===== config.mk =====
export PLATFORM = sky130hd
export DESIGN_NAME = uart_rx_ctrl
export DESIGN_NICKNAME = d
export VERILOG_FILES = /design/src/rtl/uart_pkg.sv /design/src/rtl/uart_baud_gen.sv /design/src/rtl/uart_rx_ctrl.sv
export SDC_FILE = /design/constraint.sdc
export NUM_CORES = 1
export LEC_CHECK = 0
export BUFFER_PORTS_ARGS = -buffer_cell sky130_fd_sc_hd__buf_4
export CORE_UTILIZATION = 59
export CTS_CLUSTER_SIZE = 8
export DETAILED_ROUTE_END_ITERATION = 10
export PLACE_DENSITY = 0.81
export SLEW_MARGIN = 20
export SYNTH_ARGS = -nofsm -noshare
export SYNTH_HDL_FRONTEND = slang
export SYNTH_SLANG_ARGS = --single-unit

===== constraint.sdc =====
create_clock -name clk -period 6.2 [get_ports clk]
set_input_delay 0.62 -clock clk [delete_from_list [all_inputs] [get_ports clk]]
set_output_delay 0.62 -clock clk [all_outputs]
set_load 0.01 [all_outputs]

===== src/rtl/uart_pkg.sv =====
// uart_pkg: shared FSM encoding and frame timing for the UART receive controller.
package uart_pkg;
  typedef enum logic [1:0] {ST_OFF = 2'd0, ST_RUN = 2'd1, ST_STOP = 2'd2} state_t;
  localparam int OVERSAMPLE  = 16;
  localparam int FRAME_TICKS = 10 * OVERSAMPLE;
endpackage


===== src/rtl/uart_baud_gen.sv =====
// uart_baud_gen: divisor latch and counter producing a 1-clk oversample tick every div_q+1 clocks.
module uart_baud_gen #(
  parameter int DIV_W = 16
)(
  input  logic             clk,
  input  logic             rst_n,
  input  logic             i_load,
  input  logic             i_run,
  input  logic [DIV_W-1:0] i_div,
  output logic             o_tick
);
  logic [DIV_W-1:0] r_div_q;
  logic [DIV_W-1:0] r_cnt;
  assign o_tick = i_run && r_cnt == r_div_q;
  // a zero divisor would hold the tick high, so the shortest period is clamped to 2 clk
  always_ff @(posedge clk or negedge rst_n) begin
    if (!rst_n) begin
      r_div_q <= '0;
      r_cnt   <= '0;
    end else if (i_load) begin
      r_div_q <= (i_div == '0) ? DIV_W'(1) : i_div;
      r_cnt   <= '0;
    end else if (i_run) begin
      r_cnt <= o_tick ? '0 : r_cnt + 1'b1;
    end
  end
endmodule


===== src/rtl/uart_rx_ctrl.sv =====
// uart_rx_ctrl: sequences a 16x-oversampled UART receiver and buffers bytes in an FWFT FIFO.
// Optional idle-timeout interrupt built when UART_RX_CTRL_TIMEOUT_EN is defined.
module uart_rx_ctrl
  import uart_pkg::*;
#(
  parameter int FIFO_DEPTH = 4,
  parameter int DIV_W      = 16
`ifdef UART_RX_CTRL_TIMEOUT_EN
  ,
  parameter int TIMEOUT_CHARS = 4
`endif
)(
  input  logic                          clk,
  input  logic                          rst_n,
  input  logic                          i_en,
  input  logic [DIV_W-1:0]              i_div,
  input  logic                          i_rx_pin,
  output logic                          o_rx_sync,
  output logic                          o_s_tick,
  input  logic [7:0]                    i_rx_dout,
  input  logic                          i_rx_done,
  input  logic                          i_rd_en,
  output logic [7:0]                    o_rd_data,
  output logic                          o_rd_valid,
  output logic [$clog2(FIFO_DEPTH):0]   o_fifo_count,
  output logic                          o_overrun,
  input  logic                          i_ovr_clr,
  output logic                          o_timeout_irq
);
  localparam int AW = $clog2(FIFO_DEPTH);
  localparam int CW = AW + 1;
  state_t        r_state;
  logic [1:0]    r_rx_s;
  logic [1:0]    r_done_s;
  logic          r_done_d;
  logic [7:0]    r_idle;
  logic [7:0]    r_mem [FIFO_DEPTH];
  logic [AW-1:0] r_wp;
  logic [AW-1:0] r_rp;
  logic [CW-1:0] r_count;
  logic          r_overrun;
  logic          w_tick;
  logic          w_rise;
  logic          w_full;
  logic          w_pop;
  logic          w_push;
  uart_baud_gen #(.DIV_W(DIV_W)) u_baud (
    .clk    (clk),
    .rst_n  (rst_n),
    .i_load (r_state == ST_OFF && i_en),
    .i_run  (r_state != ST_OFF),
    .i_div  (i_div),
    .o_tick (w_tick)
  );
  assign w_rise        = r_done_s[1] & ~r_done_d;
  assign w_full        = r_count == CW'(FIFO_DEPTH);
  assign w_pop         = i_rd_en && r_count != '0;
  assign w_push        = w_rise && (!w_full || w_pop);
  assign o_s_tick      = w_tick;
  assign o_rx_sync     = (r_state == ST_OFF) | r_rx_s[1];
  assign o_rd_valid    = r_count != '0;
  assign o_rd_data     = o_rd_valid ? r_mem[r_rp] : 8'h00;
  assign o_fifo_count  = r_count;
  assign o_overrun     = r_overrun;
  // STOP drains the byte in flight: leave on its rx_done, or after a full idle frame of ticks
  always_ff @(posedge clk or negedge rst_n) begin
    if (!rst_n) begin
      r_state  <= ST_OFF;
      r_rx_s   <= 2'b11;
      r_done_s <= 2'b00;
      r_done_d <= 1'b0;
      r_idle   <= '0;
    end else begin
      r_rx_s   <= {r_rx_s[0], i_rx_pin};
      r_done_s <= {r_done_s[0], i_rx_done};
      r_done_d <= r_done_s[1];
      r_idle   <= (r_state != ST_STOP || !r_rx_s[1]) ? '0 : r_idle + 8'(w_tick);
      case (r_state)
        ST_OFF:  r_state <= i_en ? ST_RUN : ST_OFF;
        ST_RUN:  r_state <= i_en ? ST_RUN : ST_STOP;
        default: r_state <= i_en ? ST_RUN :
                            (w_rise || (w_tick && r_rx_s[1] && r_idle == 8'(FRAME_TICKS - 1))) ? ST_OFF : ST_STOP;
      endcase
    end
  end
  always_ff @(posedge clk) begin
    if (w_push) r_mem[r_wp] <= i_rx_dout;
  end
  always_ff @(posedge clk or negedge rst_n) begin
    if (!rst_n) begin
      r_wp      <= '0;
      r_rp      <= '0;
      r_count   <= '0;
      r_overrun <= 1'b0;
    end else begin
      r_wp      <= r_wp + AW'(w_push);
      r_rp      <= r_rp + AW'(w_pop);
      r_count   <= r_count + CW'(w_push) - CW'(w_pop);
      r_overrun <= (w_rise && w_full && !w_pop) | (r_overrun & ~i_ovr_clr);
    end
  end
`ifdef UART_RX_CTRL_TIMEOUT_EN
  localparam int TO_TICKS = TIMEOUT_CHARS * FRAME_TICKS;
  localparam int TW       = $clog2(TO_TICKS + 1);
  logic [TW-1:0] r_to_cnt;
  logic          r_to_irq;
  always_ff @(posedge clk or negedge rst_n) begin
    if (!rst_n) begin
      r_to_cnt <= '0;
      r_to_irq <= 1'b0;
    end else if (w_push || w_pop) begin
      r_to_cnt <= '0;
      r_to_irq <= 1'b0;
    end else if (o_rd_valid && w_tick && !r_to_irq) begin
      r_to_cnt <= r_to_cnt + 1'b1;
      r_to_irq <= r_to_cnt == TW'(TO_TICKS - 1);
    end
  end
  assign o_timeout_irq = r_to_irq;
`else
  assign o_timeout_irq = 1'b0;
`endif
endmodule


==> results.json <==
{
  "grt_pass1_wl_um": 11900,
  "fp.coreArea_um2": 6390,
  "grt_setup_unrepaired": "no",
  "ys_seq_area_frac": 0.597,
  "hold_viol": 0,
  "initial_core_util": 0.613,
  "status": "complete, no violations",
  "synthSimpleGateAreaFrac": 0.153,
  "slew_headroom": 0.390,
  "n_antenna_cell": 0,
  "final_cells": 439,
  "synth_fp_nets": 350,
  "yosys_warnings": 0,
  "clk_path_buf_depth": 2,
  "antenna_found_initial": 0,
  "ios": 47,
  "fin_nets": 396,
  "dp_cells": 423,
  "gr-total-overflow": 0,
  "skew_ps": 9.99,
  "antenna_left": 0,
  "max_freq_ghz": 0.311,
  "fp.dieH_um": 83.5,
  "grt_max_degree": 56,
  "clkLatencyLatePin_ps": 350,
  "port-buffer-count": 45,
  "grt_pass1_vias": 2437,
  "drt-vias-per-instance": 5.78,
  "row_count": 29,
  "rr_worst_depth": 9,
  "worst_pin_slew_ps": 912,
  "synth_top_family_by_area": "simple AND/OR/NAND/NOR gates",
  "syn_inst": 311,
  "drive_gt1_frac": 0.257,
  "htreeDepth": 3,
  "cp_data_required_time_ps": 5580,
  "wirelength_um": 7080,
  "critPathLaunchType": "flop",
  "synthXorXnorAreaFrac": 0.0604,
  "worstSetupEndpointType": "output pin",
  "yosys-top-cells-area": "dfrtp_1, edfxtp_1, xor2_1, mux4_2, mux2_2",
  "slew_violations": 0,
  "dr.pass1.iters": 4,
  "hold_path_class": "input port to asynchronous set/reset pin",
  "period_share": 0.519,
  "post-cts-setup-buffers": 0,
  "hpwl_um": 5060,
  "cts_hold_buf": 0,
  "r2r-end": "r_idle[6]",
  "setup_viol": 0,
  "synth_mux_area_frac": 0.0993,
  "p_leak_uw": 0.00184,
  "p_per_area_nw_per_um2": 343,
  "synth_compound_area_frac": 0.0386,
  "r2r_start": "u_baud.r_cnt[2]",
  "ir_drop_uv": 245,
  "synth-adder-area-share": 0.0275,
  "cts_num_sinks": 87,
  "clkTransAtPathRegs_ps": 90,
  "area_growth_pct": 15.1,
  "drc": 0,
  "cp_max_fo": 12,
  "cts_resized": 0,
  "wl_per_cell_um": 16.1,
  "chipWidth_um": 83.5,
  "netlist_area_um2": 3920,
  "grt_usage": 0.221,
  "cp_data_arrival_time_ps": 2600,
  "tns_ps": 0,
  "yosys.area.top_type_share": 0.339,
  "finalCriticalPeriod_ps": 3220,
  "globalplace.congestion": 0.853,
  "synth.largest_area_cell": "dfrtp_1",
  "vias": 2539,
  "first_iter_violations": 160,
  "netlist-cell-type-count": 42,
  "ys_seq_elements": 87,
  "crit_type": "flop to output pin",
  "cts-root-buf": "clkbuf_8",
  "syn_area_per_cell_um2": 12.6,
  "cts-buffers-inserted": 9,
  "n_fill_cell": 422,
  "cts_tree": "built",
  "die_area_um2": 6970,
  "reg2reg_slack_ps": 3050,
  "max_cap_viol_count": 0
}
==> area by class of cell <==
type | count | area, µm² | area share
multi-input combinational | 203 | 1490 | 0.331
clock buffer | 10 | 128 | 0.0283
inverter | 10 | 37.5 | 0.00832
sequential | 87 | 2340 | 0.519
timing repair buffer | 46 | 345 | 0.0766
clock inverter | 6 | 70.1 | 0.0155
tap | 77 | 96.3 | 0.0214
==> kinds of logic (layout without fill, tap and decap cells) <==
| kind of cell | after synthesis | in the layout |
|---|---|---|
| AND/OR/NAND/NOR | 114 | 114 |
| AO/OA/AOI/OAI | 26 | 26 |
| buffers and inverters | 21 | 72 |
| adder cells (fa/ha/maj) | 8 | 8 |
| flip-flops | 87 | 87 |
| XOR/XNOR | 27 | 27 |
| other | 1 | 1 |
| multiplexers | 27 | 27 |
==> layout by cell type (no fill, tap or decap), types with 3 or more instances in the layout <==
cell | synthesis | routed
mux4_2 | 8 | 8
nand3_1 | 17 | 17
buf_4 | 1 | 46
mux2i_1 | 4 | 4
nor2b_1 | 10 | 10
xor2_1 | 21 | 21
edfxtp_1 | 32 | 32
nand4_1 | 3 | 3
dfrtp_1 | 53 | 53
nor3_1 | 15 | 14
o21ai_0 | 16 | 16
nor4_1 | 8 | 8
ha_1 | 7 | 7
xnor2_1 | 6 | 6
mux2_2 | 15 | 15
nor3_2 | 2 | 3
inv_1 | 10 | 10
nand2_1 | 28 | 28
clkbuf_8 | 0 | 9
nor2_1 | 18 | 18
==> state kept, by name, indices dropped and copies added (netlist names) <==
register        cells
r_done_s            2
u_baud.r_div_q     16
o_fifo_count        3
r_idle              8
r_rp                2
u_baud.r_cnt       16
r_state             2
r_done_d            1
r_mem              32
r_rx_s              2
o_overrun           1
r_wp                2
==> critical path, stage by stage (launching register included) <==
cell     delay, ps
dfrtp_1        490
xor2_1         200
nor4_1         290
nand4_1        470
nor2_2         590
buf_4          220
==> Yosys cell counts, drive strengths merged <==
library cell / instances
nor3: 17
buf: 3
a31oi: 2
nor4: 9
nand2: 28
edfxtp: 32
dfstp: 2
nand2b: 2
mux4: 8
a2111oi: 1
a21oi: 2
ha: 7
a32o: 1
nor2b: 10
dfrtp: 53
clkbuf: 8
o22ai: 1
mux2: 15
or4b: 1
and4: 1
nand3: 18
and3: 2
nor2: 19
fa: 1
nand3b: 1
or2: 1
xor2: 21
xnor2: 6
or3: 2
conb: 1
o21ai: 16
o211ai: 2
a41oi: 1
mux2i: 4
inv: 10
nand4: 3
==> worst max path at each step <==
stage / from / to / slack [ps] / cells past startpoint
after floorplan: i_rd_en / o_fifo_count[2] / 3620 / 9
after global placement: u_baud.r_cnt[2] / r_idle[6] / 3210 / 9
after detailed placement: u_baud.r_cnt[2] / r_idle[6] / 3070 / 9
after CTS: u_baud.r_cnt[2] / o_s_tick / 2990 / 5
after global routing: u_baud.r_cnt[2] / o_s_tick / 2710 / 5
final: u_baud.r_cnt[2] / o_s_tick / 2980 / 5
==> metal layers <==
metal / vias to the layer above / wire length (µm) / global-route usage
met5: - / 0 / 0
met4: 0 / 82 / 0.0894
met3: 9 / 327 / 0.0455
met2: 80 / 3550 / 0.364
met1: 1251 / 3130 / 0.290
li1: 1199 / - / -
==> stage by stage <==
step | util | hold slack, ps | worst slack, ps | instance area (µm²) | total power [µW]
after floorplan | - | 324 | 3620 | 3920 | 1010
after global placement | 0.674 | 339 | 3210 | 4310 | 1150
after detailed placement | 0.674 | 349 | 3070 | 4310 | 1170
after CTS | 0.705 | 322 | 2990 | 4500 | 1560
after global routing | 0.706 | 356 | 2710 | 4510 | 1620
final | 0.706 | 315 | 2980 | 4510 | 1550
==> report_power, final <==
group	internal [µW]	switching (µW)	leakage [µW]	total, µW
Sequential	680	96.9	0.000986	777
Combinational	216	164	0.000759	380
Clock	189	199	0.0000960	389
No activity file was read; power rests on OpenSTA's default activity.
